[src/rtl/arbitro_rr_if.sv]
// arbitro_rr_if -- bus between the round-robin arbiter and its FIFOs.
//   fifo_out     head word of the granted input FIFO (valid cycle after pop)
//   empty        per-input-FIFO empty flags
//   almost_full  per-output-FIFO almost-full flags
//   pop          one-hot read strobe to the input FIFOs
//   push         one-hot write strobe to the output FIFOs
//   data_out     word written to the output FIFOs
//   grant        index of the input FIFO being served
//   busy         arbiter is serving a FIFO
// master: arbiter side.  slave: FIFO / environment side.
interface arbitro_rr_if #(
   parameter int N = 4,
   parameter int W = 12
);
   localparam int GW = $clog2(N);

   logic [W-1:0]  fifo_out;
   logic [N-1:0]  empty;
   logic [N-1:0]  almost_full;
   logic [N-1:0]  pop;
   logic [N-1:0]  push;
   logic [W-1:0]  data_out;
   logic [GW-1:0] grant;
   logic          busy;

   modport master (
      input  fifo_out, empty, almost_full,
      output pop, push, data_out, grant, busy
   );

   modport slave (
      output fifo_out, empty, almost_full,
      input  pop, push, data_out, grant, busy
   );
endinterface

[src/rtl/arbitro_rr.sv]
// arbitro_rr -- round-robin arbiter moving words from N input FIFOs to
// N output FIFOs. The destination of each word is carried in its top
// GW bits.
//   clk    rising-edge clock
//   reset  asynchronous, active-high
//   bus    arbitro_rr_if.master (see interface header for signal list)
// A pop in cycle N appears as push/data_out in cycle N+2: the FIFO head
// arrives one cycle after the pop, and the push is registered.
module arbitro_rr #(
   parameter int N = 4,
   parameter int W = 12
) (
   input  logic         clk,
   input  logic         reset,
   arbitro_rr_if.master bus
);
   localparam int GW = $clog2(N);

   typedef enum logic {IDLE, SERVE} state_t;

   state_t        state, state_nx;
   logic [GW-1:0] grant, grant_nx;
   logic [GW-1:0] rr_idx, idx;
   logic          rr_hit;
   logic          stall;
   logic [N-1:0]  pop_c;
   logic [N-1:0]  push_d, push_q;
   logic [W-1:0]  data_q;
   logic          rd_vld;

   // The destination is unknown until the word is read, so any
   // almost-full output blocks every pop.
   assign stall = |bus.almost_full;

   // Round-robin search starting at grant+1 with wrap. Scanning from the
   // largest offset down lets the smallest offset win; offset N is grant
   // itself, so a lone non-empty current FIFO is re-granted.
   always_comb begin
      rr_hit = 1'b0;
      rr_idx = grant;
      idx    = '0;
      for (int k = N; k >= 1; k--) begin
         idx = grant + k[GW-1:0];
         if (!bus.empty[idx]) begin
            rr_hit = 1'b1;
            rr_idx = idx;
         end
      end
   end

   always_comb begin
      state_nx = state;
      grant_nx = grant;
      pop_c    = '0;
      case (state)
         IDLE: begin
            if (rr_hit) begin
               grant_nx = rr_idx;
               state_nx = SERVE;
            end
         end
         SERVE: begin
            // Stall holds both grant and state.
            if (!stall) begin
               if (bus.empty[grant]) state_nx = IDLE;
               else                  pop_c[grant] = 1'b1;
            end
         end
         default: state_nx = IDLE;
      endcase
   end

   // Destination decode of the word arriving from the FIFO this cycle.
   always_comb begin
      push_d = '0;
      push_d[bus.fifo_out[W-1 -: GW]] = 1'b1;
   end

   always_ff @(posedge clk or posedge reset) begin
      if (reset) begin
         state  <= IDLE;
         grant  <= GW'(N-1);   // first search starts at FIFO 0
         rd_vld <= 1'b0;
         push_q <= '0;
         data_q <= '0;
      end else begin
         state  <= state_nx;
         grant  <= grant_nx;
         rd_vld <= |pop_c;
         if (rd_vld) begin
            push_q <= push_d;
            data_q <= bus.fifo_out;
         end else begin
            push_q <= '0;
         end
      end
   end

   assign bus.pop      = pop_c;
   assign bus.push     = push_q;
   assign bus.data_out = data_q;
   assign bus.grant    = grant;
   assign bus.busy     = (state == SERVE);
endmodule

[src/flat_wrapper.sv]
// flat-port wrapper written by rule: the top's interface ports become plain ports
module arbitro_rr_flat 
#(
   parameter int N = 4,
   parameter int W = 12
)
  (clk, reset, bus_fifo_out, bus_empty, bus_almost_full, bus_pop, bus_push, bus_data_out, bus_grant, bus_busy);
  arbitro_rr_if #(.N(N), .W(W)) bus_i ();
  input  logic clk;
  input  logic reset;
  input wire logic [$bits(bus_i.fifo_out)-1:0] bus_fifo_out;
  input wire logic [$bits(bus_i.empty)-1:0] bus_empty;
  input wire logic [$bits(bus_i.almost_full)-1:0] bus_almost_full;
  output wire logic [$bits(bus_i.pop)-1:0] bus_pop;
  output wire logic [$bits(bus_i.push)-1:0] bus_push;
  output wire logic [$bits(bus_i.data_out)-1:0] bus_data_out;
  output wire logic [$bits(bus_i.grant)-1:0] bus_grant;
  output wire logic [$bits(bus_i.busy)-1:0] bus_busy;
  assign bus_i.fifo_out = bus_fifo_out;
  assign bus_i.empty = bus_empty;
  assign bus_i.almost_full = bus_almost_full;
  assign bus_pop = bus_i.pop;
  assign bus_push = bus_i.push;
  assign bus_data_out = bus_i.data_out;
  assign bus_grant = bus_i.grant;
  assign bus_busy = bus_i.busy;
  arbitro_rr #(.N(N), .W(W)) u_core (.clk(clk), .reset(reset), .bus(bus_i));
endmodule
[config.mk]
export PLATFORM = sky130hd
export DESIGN_NAME = arbitro_rr_flat
export DESIGN_NICKNAME = d
export VERILOG_FILES = /design/src/rtl/arbitro_rr_if.sv /design/src/rtl/arbitro_rr.sv /design/src/flat_wrapper.sv
export SDC_FILE = /design/constraint.sdc
export NUM_CORES = 1
export LEC_CHECK = 0
export ABC_AREA = 0
export BUFFER_PORTS_ARGS = -buffer_cell sky130_fd_sc_hd__clkbuf_2
export CAP_MARGIN = 20
export CORE_MARGIN = 4
export CORE_UTILIZATION = 46
export DETAILED_ROUTE_END_ITERATION = 16
export PLACE_DENSITY_LB_ADDON = 0.3
export SLEW_MARGIN = 20
export SYNTH_ARGS = -nofsm -noshare
export SYNTH_HDL_FRONTEND = slang
export SYNTH_SLANG_ARGS = --single-unit
[constraint.sdc]
create_clock -name clk -period 2.7 [get_ports clk]
set_input_delay 0.135 -clock clk [delete_from_list [all_inputs] [get_ports clk]]
set_output_delay 0.135 -clock clk [all_outputs]
set_load 0.02 [all_outputs]
# Word-level counts from Yosys, hierarchy flattened
# Cells that the tools add are included.
[op_classes]
n_addsub = 3
order_cmp = 7
n_eq_ne = 1
mux = 26
bitwise = 1
reduce_logical = 5
[ops]
columns = ["cell", "n"]
rows = [
  ["$mux 4", 4],
  ["$lt 2x3->1 const B", 5],
  ["$mux 1", 12],
  ["$bmux 1 s2", 4],
  ["$reduce_or 4->1", 2],
  ["$mux 2", 3],
  ["$add 2x2->2 const B", 2],
  ["$demux 1 s2", 2],
  ["$ge 2x1->1 const B", 2],
  ["$ne 3x3->1 const B", 1],
  ["$reduce_and 3->1", 1],
  ["$add 2x1->2 const B", 1],
  ["$logic_and 1x1->1", 2],
  ["$pmux 1 s2", 1],
  ["$not 1->1", 1],
]
[totals]
ff_bits = 20
in_bits = 22
out_inout_bits = 23
elab_cells = 48

# Logic depth before layout (Yosys ltp)
# Gate-level depths: netlist of run 1.
[depth]
ltp_word = 8
mapped_depth = 8

# Least setup slack after synthesis of run 1
# Ideal clock, no wire load.
[synth_path]
path_kind = "reg2reg"
start = "register u_core.grant[1] (netlist: u_core.bus.grant[1])"
end = "register u_core.grant[0] (netlist: u_core.bus.grant[0])"
setup_ns = 0.082
t_arrival_ns = 1.892
required_time_ns = 2.618
slack_ns = 0.726
path_stages_with_launch = 8
period_less_slack_ns = 1.974
path_cell_list = "dfstp_2 buf_2 inv_1 ha_1 inv_1 a41oi_1 o211ai_1 mux2_2"
[synth_via]
elab_chain_len = 7
elab_cells_between_ends = 19
cone_classes = "add/sub (3); eq/ne (1); mux (14); reduce/logical (1)"
[synth_rtl]
columns = ["item", "line_no", "source"]
rows = [
  ["start: declaration", "arbitro_rr.sv:22", "logic [GW-1:0] grant, grant_nx;"],
  ["start signal: assignment", "arbitro_rr.sv:82", "grant <= GW'(N-1);"],
  ["start signal: assignment", "arbitro_rr.sv:88", "grant <= grant_nx;"],
  ["$add 2x2->2 or $bmux 1 s2 (tied branches)", "arbitro_rr.sv:43, arbitro_rr.sv:44", ""],
  ["$bmux 1 s2 or $mux 1 (tied branches)", "arbitro_rr.sv:44", "if (!bus.empty[idx]) begin"],
  ["$mux 1 (implied by the code)", "arbitro_rr.sv:44", ""],
  ["$mux 1 (3 in series)", "arbitro_rr.sv:44", ""],
  ["$reduce_and 3->1 (no source line)", "--", ""],
]
# Parallel ways exist; a longest one is shown, timed or not. The select of a mux whose other input is x is not followed.
# A chain may end at the register's enable or synchronous reset.

# Worst setup path in the final report of run 1
[layout_path]
start = "register u_core.grant[1] (netlist: u_core.bus.grant[1])"
end = "output bus_pop[3]"
[layout_via]
elab_chain_len = 7
elab_cells_between_ends = 10
cone_classes = "order compare (2); mux (7); reduce/logical (1)"
[layout_rtl]
columns = ["item", "line_no", "source"]
rows = [
  ["$lt 2x3->1 (implied by the code) or $ge 2x1->1 (tied branches)", "arbitro_rr.sv:66", "else pop_c[grant] = 1'b1;"],
  ["$logic_and 1x1->1 (implied by the code)", "arbitro_rr.sv:66", ""],
  ["$mux 1 (implied by the code)", "arbitro_rr.sv:66", ""],
  ["$demux 1 s2", "--", ""],
  ["$mux 4 *", "arbitro_rr.sv:65", "if (bus.empty[grant]) state_nx = IDLE;"],
  ["$mux 4 *", "arbitro_rr.sv:64", "if (!stall) begin"],
  ["$mux 4 *", "arbitro_rr.sv:55", "case (state)"],
  ["end: declaration", "flat_wrapper.sv:14", "output wire logic [$bits(bus_i.pop)-1:0] bus_pop;"],
]
# Every way passes the cells marked *; elsewhere a longest branch is shown, timed or not. The select of a mux whose other input is x is not followed.

==> qor.yml, run 1 <==
routed_via_density: 5.032
cp_slowest_cell: "dfstp_2"
async_reset_ff_frac: 1.000
finalWirelength_mm: 2.034
die-height_microns: 55.11
clk_latency_ps: 280
fp.dieW_microns: 55.11
nets: 158
critPathTopFamily: "flip-flops"
use_met3: 0.03217
status: "finished clean"
synthesis.area_sq_um: 1021
rsz0062_at_grt: "no"
worst_pin_slew_ps: 707.7
dp_hpwl_mm: 1.647
grt_pass1_wl_mm: 3.187
drc: 0
min_path_type: "input port to register"
grt_start_max_net_pins: 21
clockBufferDepth: 2
synth_edf_count: 0
grt_use_met1: 0.1766
grt.overflow.total: 0
initial_core_util: 0.5000
synth-main-ff-cell: "dfrtp_1"
synth_cell_types: 35
setup_violations: 0
syn2layout_area_growth_pct: 26.10
ant_nets: 0
cap_violations: 0
ir_drop_mv: 0.5513
critPathBufInv: 1
cts-resized-gates: 0
yosysWarnings: 0
synth-seq-cells: 20
num_rows: 16
power_density_nw_per_um2: 990.3
wl_per_cell_microns: 12.96
drt_pass1_iterations: 3
syn_inst: 86
clockRootBuffer: "clkbuf_4"
path_cells: "mux4_1 -> nor2_1 -> and2_1 -> clkbuf_2"
start_kind: "register"
yosysTopAreaCell: "dfrtp_1"
n_antenna_cell: 0
synth_top_area_frac: 0.4412
p_leak_nw: 0.6819
cts_sinks: 20
maxSlewViolCount: 0
grt_pass1_vias: 795
nFillCells: 170
period_needed_ps: 2257
fin_tns_setup_ps: 0
ys_seq_area_frac: 0.4926
skew_ps: 7.493
htreeDepth: 1
synth_area_leaders: "dfrtp_1 44%, mux2_2 13%, dfstp_2 5.1%"
core-area_sq_um: 2042
critical_path_required_ps: 2570
drive_gt1_frac: 0.5077
fin_crit_sh: 0.8359
vias: 790
cp-end-kind: "output pin"
avgSynthCellArea_sq_um: 11.87
dp_cells: 153
grt_antenna_before_repair: 0
slowest_delay_ps: 690
drt_iter0_markers: 7
cts_tree: "done"
cts-buffers-inserted: 3
grt_util_met2: 0.2598
syn_nets: 112
finalHoldViolCount: 0
grt_usage: 0.1462
grt_busiest_layer: "met2"
path_class: "register to output pin"
numPortBuffers: 44
arrival_ps: 2120
clk_pin_slew_ps: 100
cp_max_fo: 14
slew_headroom: 0.5277
fin_cells: 157
ioPinCount: 45
max_freq_mhz: 443.1
place_congestion: 0.8493
dieArea_sq_um: 3037
## state kept, by name, indices dropped and copies added, names as in the netlist
register	flops
u_core.bus.push	4
u_core.bus.data_out	12
u_core.bus.grant	2
u_core.bus.busy	1
u_core.rd_vld	1
## layout make-up
cell class / count / area [sq um] / share of cell area
multi-input combinational: 56 / 475.5 / 0.3693
sequential: 20 / 503.0 / 0.3907
clock buffer: 3 / 22.52 / 0.01749
inverter: 6 / 22.52 / 0.01749
timing repair buffer: 45 / 230.2 / 0.1788
tap: 27 / 33.78 / 0.02624
## cells in the mapped netlist, types with 2 or more instances
cell type  number
o21ai_0         2
dfstp_2         2
o211ai_1        3
inv_1           5
ha_1            4
nor4_1          2
mux2_2         12
nor3_1          2
a21oi_1         3
dfrtp_1        18
nor2_1          3
mux2_4          2
nand2_1         3
and2_1          4
## metal layers
layer	share of wire	up-vias	wire length (microns)
met1	0.44	370	886
li1	-	398	-
met4	0	0	0
met5	0	-	0
met2	0.50	22	1027
met3	0.059	0	121
## worst register-to-register path, cell delays in order (launching register included)
cell	delay, ps
dfstp_2	690
mux2_4	340
a32o_1	260
a221o_1	340
mux2_4	310
## report_power, final
group	switching, mW	internal, mW
sequential	0.105	0.417
clock	0.0773	0.0516
combinational	0.342	0.282
total	0.524	0.751
## cells by family (layout without fill, tap and decap cells)
| logic type | Yosys count | in the layout | share of synthesized area |
|---|---|---|---|
| adders and majority gates | 4 | 4 | 0.04902 |
| DFF | 20 | 20 | 0.4926 |
| AOI/OAI and AO/OA | 17 | 17 | 0.1189 |
| and+or+nand+nor | 20 | 20 | 0.1103 |
| muxes | 15 | 15 | 0.1875 |
| buffers and inverters | 10 | 54 | 0.04166 |
## final timing paths
check / startpoint / end / slack (ps) / cells after the start
max: u_core.bus.grant[1] / bus_pop[3] / 440 / 4
min: bus_fifo_out[10] / u_core.bus.push[0] / 40 / 2
max reg2reg: u_core.bus.grant[1] / u_core.bus.grant[1] / 700 / 4
min reg2reg: u_core.bus.data_out[0] / u_core.bus.data_out[0] / 520 / 1
max in group asynchronous: reset / u_core.bus.data_out[5] / 1770 / 3
min in group asynchronous: reset / u_core.bus.data_out[8] / 480 / 3
## through the flow
stage | instance area (sq um) | hold WS, ps | setup WS [ps] | utilization | power [mW]
floorplan | 1021 | 97.35 | 725.9 | - | 0.9764
global placement | 1255 | 259.9 | 752.4 | 0.6146 | 1.137
detailed placement | 1255 | 269.9 | 700.2 | 0.6146 | 1.162
CTS | 1287 | 29.44 | 435.3 | 0.6305 | 1.293
global route | 1287 | 48.52 | 305.6 | 0.6305 | 1.382
finish | 1287 | 40.81 | 443.1 | 0.6305 | 1.275
## what timing repair did
item	in CTS	in global routing
buffers inserted	0	0
hold buffers	1	0
hold endpoints to repair	18	0
## layout by cell type (no fill, tap or decap), drive strengths merged, types with 2 or more instances in the layout
master	n
dfstp	2
and2	4
and3	2
inv	6
nor3	2
dfrtp	18
nor4	2
o211ai	3
nor2	3
o21ai	2
a21oi	3
mux2	14
nand2	3
clkbuf	47
ha	4
Note: power is estimated with default switching activity, not from simulation.
==> run 2: changes to the inputs <==
--- a/config.mk
+++ b/config.mk
@@ -5,7 +5,7 @@
 export SDC_FILE = /design/constraint.sdc
 export NUM_CORES = 1
 export LEC_CHECK = 0
-export ABC_AREA = 0
+export ABC_AREA = 1
 export BUFFER_PORTS_ARGS = -buffer_cell sky130_fd_sc_hd__clkbuf_2
 export CAP_MARGIN = 20
 export CORE_MARGIN = 4
==> constraint.sdc (replaced) <==
create_clock -name clk -period 2.35 [get_ports clk]
set_input_delay 0.1175 -clock clk [delete_from_list [all_inputs] [get_ports clk]]
set_output_delay 0.1175 -clock clk [all_outputs]
set_load 0.02 [all_outputs]
==> run 2 against run 1 <==
Combinational power increased by 31%. Sequential share of layout area down 2.6 points. Setup slack lost 120 ps. Wire length grew 21%. Largest cell class unchanged. Largest power group unchanged. Highest routed layer is now met4.
==> qor.yml, run 2 <==
clk_latency_ps: 300  # was 280 ps
worst-r2r-cell-count: 9  # was 4
synth_edf_count: 0  # unchanged
ant_nets: 0  # unchanged
async_reset_ff_frac: 1.000  # unchanged
syn_nets: 164  # was 112
ioPinCount: 45  # unchanged
largest_reg_flops: 12  # unchanged
p_leak_nw: 0.8137  # was 0.6819 nW
nets: 215  # was 158
clk_pin_slew_ps: 120  # was 100 ps
n_antenna_cell: 0  # unchanged
clockRootBuffer: "clkbuf_4"  # unchanged
status: "finished clean"  # unchanged
ys_seq_area_frac: 0.4832  # was 0.4926
finalHoldViolCount: 0  # unchanged
worstHoldEndpoint: "u_core.bus.data_out[2]"  # was u_core.bus.push[0]
ir_drop_mv: 0.6038  # was 0.5513 mV
slowest_delay_ps: 720  # was 690 ps
final_common_cell: "nand2_1"  # was clkbuf_2
synth_cell_types: 18  # was 35
initial_core_util: 0.5049  # was 0.5000
arrival_ps: 1910  # was 2120 ps
cp-end-kind: "output pin"  # unchanged
yosysTopAreaCell: "dfrtp_1"  # unchanged
skew_ps: 0.7866  # was 7.493 ps
synth_top_area_frac: 0.4327  # was 0.4412
grt_antenna_before_repair: 0  # unchanged
yosysWarnings: 0  # unchanged
die-height_microns: 55.57  # was 55.11 microns
holdBufCountCts: 4  # was 1
numPortBuffers: 44  # unchanged
dieArea_sq_um: 3088  # was 3037 sq um
setup_violations: 0  # unchanged
grt_usage: 0.1722  # was 0.1462
fin_tns_setup_ps: 0  # unchanged
vias: 1006  # was 790
cp_max_fo: 14  # unchanged
fp.dieW_microns: 55.57  # was 55.11 microns
slew_headroom: 0.5034  # was 0.5277
finalWirelength_mm: 2.467  # was 2.034 mm
post-cts-setup-buffers: 0  # unchanged
routed_via_density: 4.679  # was 5.032
start_kind: "register"  # unchanged
clockBufferDepth: 2  # unchanged
avgSynthCellArea_sq_um: 7.543  # was 11.87 sq um
synth-main-ff-cell: "dfrtp_1"  # unchanged
syn2layout_area_growth_pct: 32.45  # was 26.10%
synth_commonest_cells: "56 x nand2_1, 18 x dfrtp_1, 14 x inv_1, 14 x nor2_1, 9 x nand3_1"  # was 18 x dfrtp_1, 12 x mux2_2, 5 x inv_1, 4 x and2_1, 4 x ha_1
power_mw: 1.710  # was 1.275 mW
whs_path_depth: 3  # was 2
grt_pass1_wl_mm: 4.298  # was 3.187 mm
path_cells: "inv_2 -> nand2_2 -> nand2_2 -> o21ai_2 -> nand2_2 -> nor2_1 -> clkbuf_2"  # was mux4_1 -> nor2_1 -> and2_1 -> clkbuf_2
cts-resized-gates: 0  # unchanged
drive_gt1_frac: 0.3245  # was 0.5077
layout_common_cells: "56 x nand2_1, 44 x clkbuf_2, 18 x dfrtp_1"  # was 44 x clkbuf_2, 18 x dfrtp_1, 12 x mux2_2
crit_top_cell: "nand2_2"
grt_start_max_net_pins: 21  # unchanged
grt_pass1_vias: 997  # was 795
drt_iter0_markers: 46  # was 7
cts_tree: "done"  # unchanged
r2r_slack_ps: 590  # was 700 ps
post-synth-top-count-cell: "nand2_1"  # was dfrtp_1
critPathTopFamily: "flip-flops"  # unchanged
grt.overflow.total: 0  # unchanged
rsz0062_at_grt: "no"  # unchanged
critical_path_required_ps: 2230  # was 2570 ps
core-area_sq_um: 2062  # was 2042 sq um
power_density_nw_per_um2: 1240  # was 990.3 nW/um^2
num_rows: 16  # unchanged
worst_pin_slew_ps: 744.0  # was 707.7 ps
synth_area_leaders: "dfrtp_1 43%, nand2_1 20%, dfstp_2 5.0%"  # was dfrtp_1 44%, mux2_2 13%, dfstp_2 5.1%
place_congestion: 0.9202  # was 0.8493
drc: 0  # unchanged
syn_inst: 138  # was 86
min_path_type: "input port to register"  # unchanged
htreeDepth: 1  # unchanged
max_freq_mhz: 493.8
drt_pass1_iterations: 4  # was 3
cap_violations: 0  # unchanged
maxSlewViolCount: 0  # unchanged
timing.rr.start: "u_core.bus.grant[0]"  # was u_core.bus.grant[1]
wl_per_cell_microns: 11.47  # was 12.96 microns
cp_slowest_cell: "dfstp_2"  # unchanged
critPathBufInv: 2  # was 1
cts_sinks: 20  # unchanged
dp_hpwl_mm: 1.904  # was 1.647 mm
min-delay-start: "bus_fifo_out[2]"  # was bus_fifo_out[10]
path_class: "register to output pin"  # unchanged
period_needed_ps: 2025
r2r-end: "u_core.bus.grant[0]"  # was u_core.bus.grant[1]
fin_crit_sh: 0.8618
cts-buffers-inserted: 3  # unchanged
synth-seq-cells: 20  # unchanged
synthesis.area_sq_um: 1041  # was 1021 sq um
[run 2: cell count changes in the layout (fill, tap and decap cells not counted), moves of 4 or more]
cell	previous run	this run
mux2_2	12	0
inv_1	5	14
nand3_1	0	9
dlygate4sd3_1	1	5
nor2_1	3	14
nand2_2	0	5
and2_1	4	0
nand2_1	3	56
[run 2: how the worst max path moves through the flow]
stage | startpoint | end | cells past startpoint
3_3_place_gp | u_core.bus.grant[0] | u_core.bus.grant[0] | 9
2_1_floorplan | u_core.bus.grant[0] | u_core.rd_vld | 8
4_1_cts | u_core.bus.grant[0] | bus_pop[0] | 7
5_1_grt | u_core.bus.grant[0] | bus_pop[3] | 7
3_5_place_dp | u_core.bus.grant[0] | u_core.bus.grant[0] | 9
6_report | u_core.bus.grant[0] | bus_pop[0] | 7
[run 2: area by class of cell]
class / count / area (sq um)
inverters: 15 / 56.30
fillers: 189 / 683.2
repair buffers: 49 / 270.3
flip-flops and latches: 20 / 503.0
clock inverters: 1 / 30.03
multi-input cells: 100 / 462.9
clock buffers: 3 / 22.52
well taps: 27 / 33.78
[run 2: logic make-up after synthesis]
logic type | Yosys count | synth area share
compound gates | 8 | 0.04207
fa+ha+maj | 4 | 0.04808
buf+inv | 18 | 0.07211
flops | 20 | 0.4832
simple gates | 88 | 0.3546
[run 2: power breakdown]
group | internal (mW) | leakage [nW] | switching [mW]
clock | 0.172 | 0.0279 | 0.111
combinational | 0.279 | 0.544 | 0.539
sequential | 0.488 | 0.242 | 0.121
total | 0.940 | 0.814 | 0.770
[run 2: per-layer routing]
metal  vias to the layer above  GRT usage  wire length (microns)
li1                        516          -                      -
met5                         -          0                      0
met1                       452     0.2035                    949
met3                         4    0.04640                    155
met4                         0    0.07292                     22
met2                        34     0.2922                   1340
[run 2: metrics by stage]
stage	instance area, sq um	std cells	utilization	setup WS [ps]	hold slack, ps
2_1_floorplan	1041	138	-	779.0	79.85
3_3_place_gp	1276	206	0.6189	692.6	250.8
3_5_place_dp	1276	206	0.6189	623.9	274.1
4_1_cts	1369	214	0.6638	310.0	3.968
5_1_grt	1379	215	0.6687	177.5	8.413
6_report	1379	215	0.6687	324.7	5.113
[run 2: worst register-to-register path: stages (launching register included)]
cell     delay [ps]
dfstp_2         720
inv_2           120
ha_1            360
inv_1            90
nand3_1          80
nand2_1          80
nand2_1          70
nand3_1          90
nand2_1          50
nand2_1          70
==> run 3: changes to the inputs <==
--- a/config.mk
+++ b/config.mk
@@ -10,6 +10,7 @@
 export CAP_MARGIN = 20
 export CORE_MARGIN = 4
 export CORE_UTILIZATION = 46
+export CTS_BUF_LIST = sky130_fd_sc_hd__clkbuf_16
 export DETAILED_ROUTE_END_ITERATION = 16
 export PLACE_DENSITY_LB_ADDON = 0.3
 export SLEW_MARGIN = 20
==> constraint.sdc (replaced) <==
create_clock -name clk -period 2 [get_ports clk]
set_input_delay 0.1 -clock clk [delete_from_list [all_inputs] [get_ports clk]]
set_output_delay 0.1 -clock clk [all_outputs]
set_load 0.02 [all_outputs]
==> run 3 against run 2 <==
Global-route usage decreased by 0.84 points. Clock power up 40%. Sequential share of layout area up 0.17 points. Cell count decreased by 1.4%. Sequential cell count unchanged. Via count shrank 0.40%. Clock skew is 1.2 ps higher. Count of clock-buffer cells in the layout did not move.
==> qor.yml, run 3 (synthesis results as in run 2) <==
clk_pin_slew_ps: 50  # was 120 ps
n_antenna_cell: 0  # unchanged
grt_busiest_layer: "met2"  # unchanged
final_common_cell: "nand2_1"  # unchanged
drc: 0  # unchanged
cp_slowest_cell: "dfstp_2"  # unchanged
cts-buffers-inserted: 3  # unchanged
critPathTopFamily: "flip-flops"  # unchanged
core-area_sq_um: 2062  # unchanged
path_cells: "inv_1 -> o21ai_2 -> nand2_2 -> nor2_1 -> clkbuf_2"  # was inv_2 -> nand2_2 -> nand2_2 -> o21ai_2 -> nand2_2 -> nor2_1 -> clkbuf_2
ant_nets: 0  # unchanged
wl_per_cell_microns: 11.12  # was 11.47 microns
status: "finished clean"  # unchanged
power_density_nw_per_um2: 1515  # was 1240 nW/um^2
numPortBuffers: 44  # unchanged
drive_gt1_frac: 0.3297  # was 0.3245
critical_path_required_ps: 1900  # was 2230 ps
largest_reg_flops: 12  # unchanged
clockRootBuffer: "clkbuf_16"  # was clkbuf_4
finalWirelength_mm: 2.357  # was 2.467 mm
grt_pass1_wl_mm: 4.105  # was 4.298 mm
grt.overflow.total: 0  # unchanged
critPathBufInv: 2  # unchanged
fin_crit_sh: 0.8614
fp.dieW_microns: 55.57  # unchanged
grt_use_met1: 0.1827  # was 0.2035
arrival_ps: 1620  # was 1910 ps
worst_pin_slew_ps: 720.7  # was 744.0 ps
p_leak_nw: 0.8125  # was 0.8137 nW
fin_tns_setup_ps: 0  # unchanged
cap_violations: 0  # unchanged
setup_violations: 0  # unchanged
drt_iter0_markers: 34  # was 46
rsz0062_at_grt: "no"  # unchanged
final_area_sq_um: 1373  # was 1379 sq um
ir_drop_mv: 0.9658  # was 0.6038 mV
grt_pass1_vias: 950  # was 997
num_rows: 16  # unchanged
cp-end-kind: "output pin"  # unchanged
cts_sinks: 20  # unchanged
grt_usage: 0.1638  # was 0.1722
drt_pass1_iterations: 4  # unchanged
finalHoldViolCount: 0  # unchanged
slowest_delay_ps: 560  # was 720 ps
vias: 1002  # was 1006
dp_hpwl_mm: 1.848  # was 1.904 mm
ioPinCount: 45  # unchanged
initial_core_util: 0.5049  # unchanged
start_kind: "register"  # unchanged
layout_common_cells: "56 x nand2_1, 44 x clkbuf_2, 18 x dfrtp_1"  # unchanged
power_mw: 2.079  # was 1.710 mW
maxSlewViolCount: 0  # unchanged
die-height_microns: 55.57  # unchanged
slew_headroom: 0.5190  # was 0.5034
grt_start_max_net_pins: 21  # unchanged
clockBufferDepth: 2  # unchanged
place_congestion: 0.8811  # was 0.9202
grt_util_met2: 0.3057  # was 0.2922
clk_latency_ps: 250  # was 300 ps
htreeDepth: 1  # unchanged
cts_tree: "done"  # unchanged
skew_ps: 2.031  # was 0.7866 ps
min_path_type: "input port to register"  # unchanged
dieArea_sq_um: 3088  # unchanged
routed_via_density: 4.726  # was 4.679
path_class: "register to output pin"  # unchanged
use_met3: 0.05568  # was 0.04640
syn2layout_area_growth_pct: 31.85  # was 32.45%
cts-resized-gates: 0  # unchanged
max_freq_mhz: 580.4
cp_max_fo: 6  # was 14
period_needed_ps: 1723
placed_cell_area_sq_um: 1284  # was 1276 sq um
nets: 212  # was 215
grt_antenna_before_repair: 0  # unchanged
## run 3: cell count changes in the layout (fill, tap and decap cells not counted), sizes merged
cell         before  now
clkinv            0    1
bufinv            1    0
buf               0    1
dlygate4sd3       5    1
## run 3: metal layers
layer | vias to the layer above | routed length [microns]
met5 | - | 0
li1 | 511 | -
met4 | 0 | 8
met1 | 456 | 904
met3 | 2 | 153
met2 | 33 | 1291
## run 3: worst register-to-register path: cells and delay by family (launching register included)
kind	cells	cell delay [ps]
flip-flops	1	560
AND/OR/NAND/NOR	6	410
adder cells (fa/ha/maj)	1	350
buffers and inverters	2	210
## run 3: path summary, 6_finish.rpt
path	cells past startpoint	slack, ps	endpoint	start
worst max register to register	9	410	u_core.bus.grant[0]	u_core.bus.grant[1]
worst min-delay path	2	40	u_core.bus.push[0]	bus_fifo_out[10]
worst min register to register	2	470	u_core.bus.data_out[9]	u_core.bus.data_out[9]
max in group asynchronous	3	1030	u_core.bus.data_out[4]	reset
min in group asynchronous	3	520	u_core.bus.data_out[1]	reset
worst max-delay path	5	280	bus_pop[0]	u_core.bus.grant[1]
## run 3: timing repair
item / 4_1_cts / 5_1_grt
hold buffers: 1 / 0
endpoints found under the hold margin: 18 / 0
buffers inserted: 0 / 0
## run 3: through the flow
| stage | hold slack (ps) | setup slack [ps] | std cells | util |
|---|---|---|---|---|
| 2_1_floorplan | 62.35 | 429.0 | 138 | - |
| 3_3_place_gp | 233.0 | 498.8 | 207 | 0.6226 |
| 3_5_place_dp | 233.3 | 453.5 | 207 | 0.6226 |
| 4_1_cts | 31.56 | 294.2 | 212 | 0.6657 |
| 5_1_grt | 46.92 | 189.0 | 212 | 0.6657 |
| 6_report | 35.38 | 277.1 | 212 | 0.6657 |
## run 3: layout make-up
type / instances / area [sq um]
Multi-Input combinational cell: 100 / 462.9
Sequential cell: 20 / 503.0
Timing Repair Buffer: 46 / 237.7
Fill cell: 177 / 689.4
Tap cell: 27 / 33.78
Clock inverter: 1 / 3.754
Inverter: 15 / 56.30
Clock buffer: 3 / 75.07
## run 3: report_power, final
group / switching [mW] / total, mW / internal [mW]
Combinational: 0.671 / 1.01 / 0.336
Sequential: 0.101 / 0.675 / 0.575
Clock: 0.132 / 0.397 / 0.266
Total: 0.903 / 2.08 / 1.18
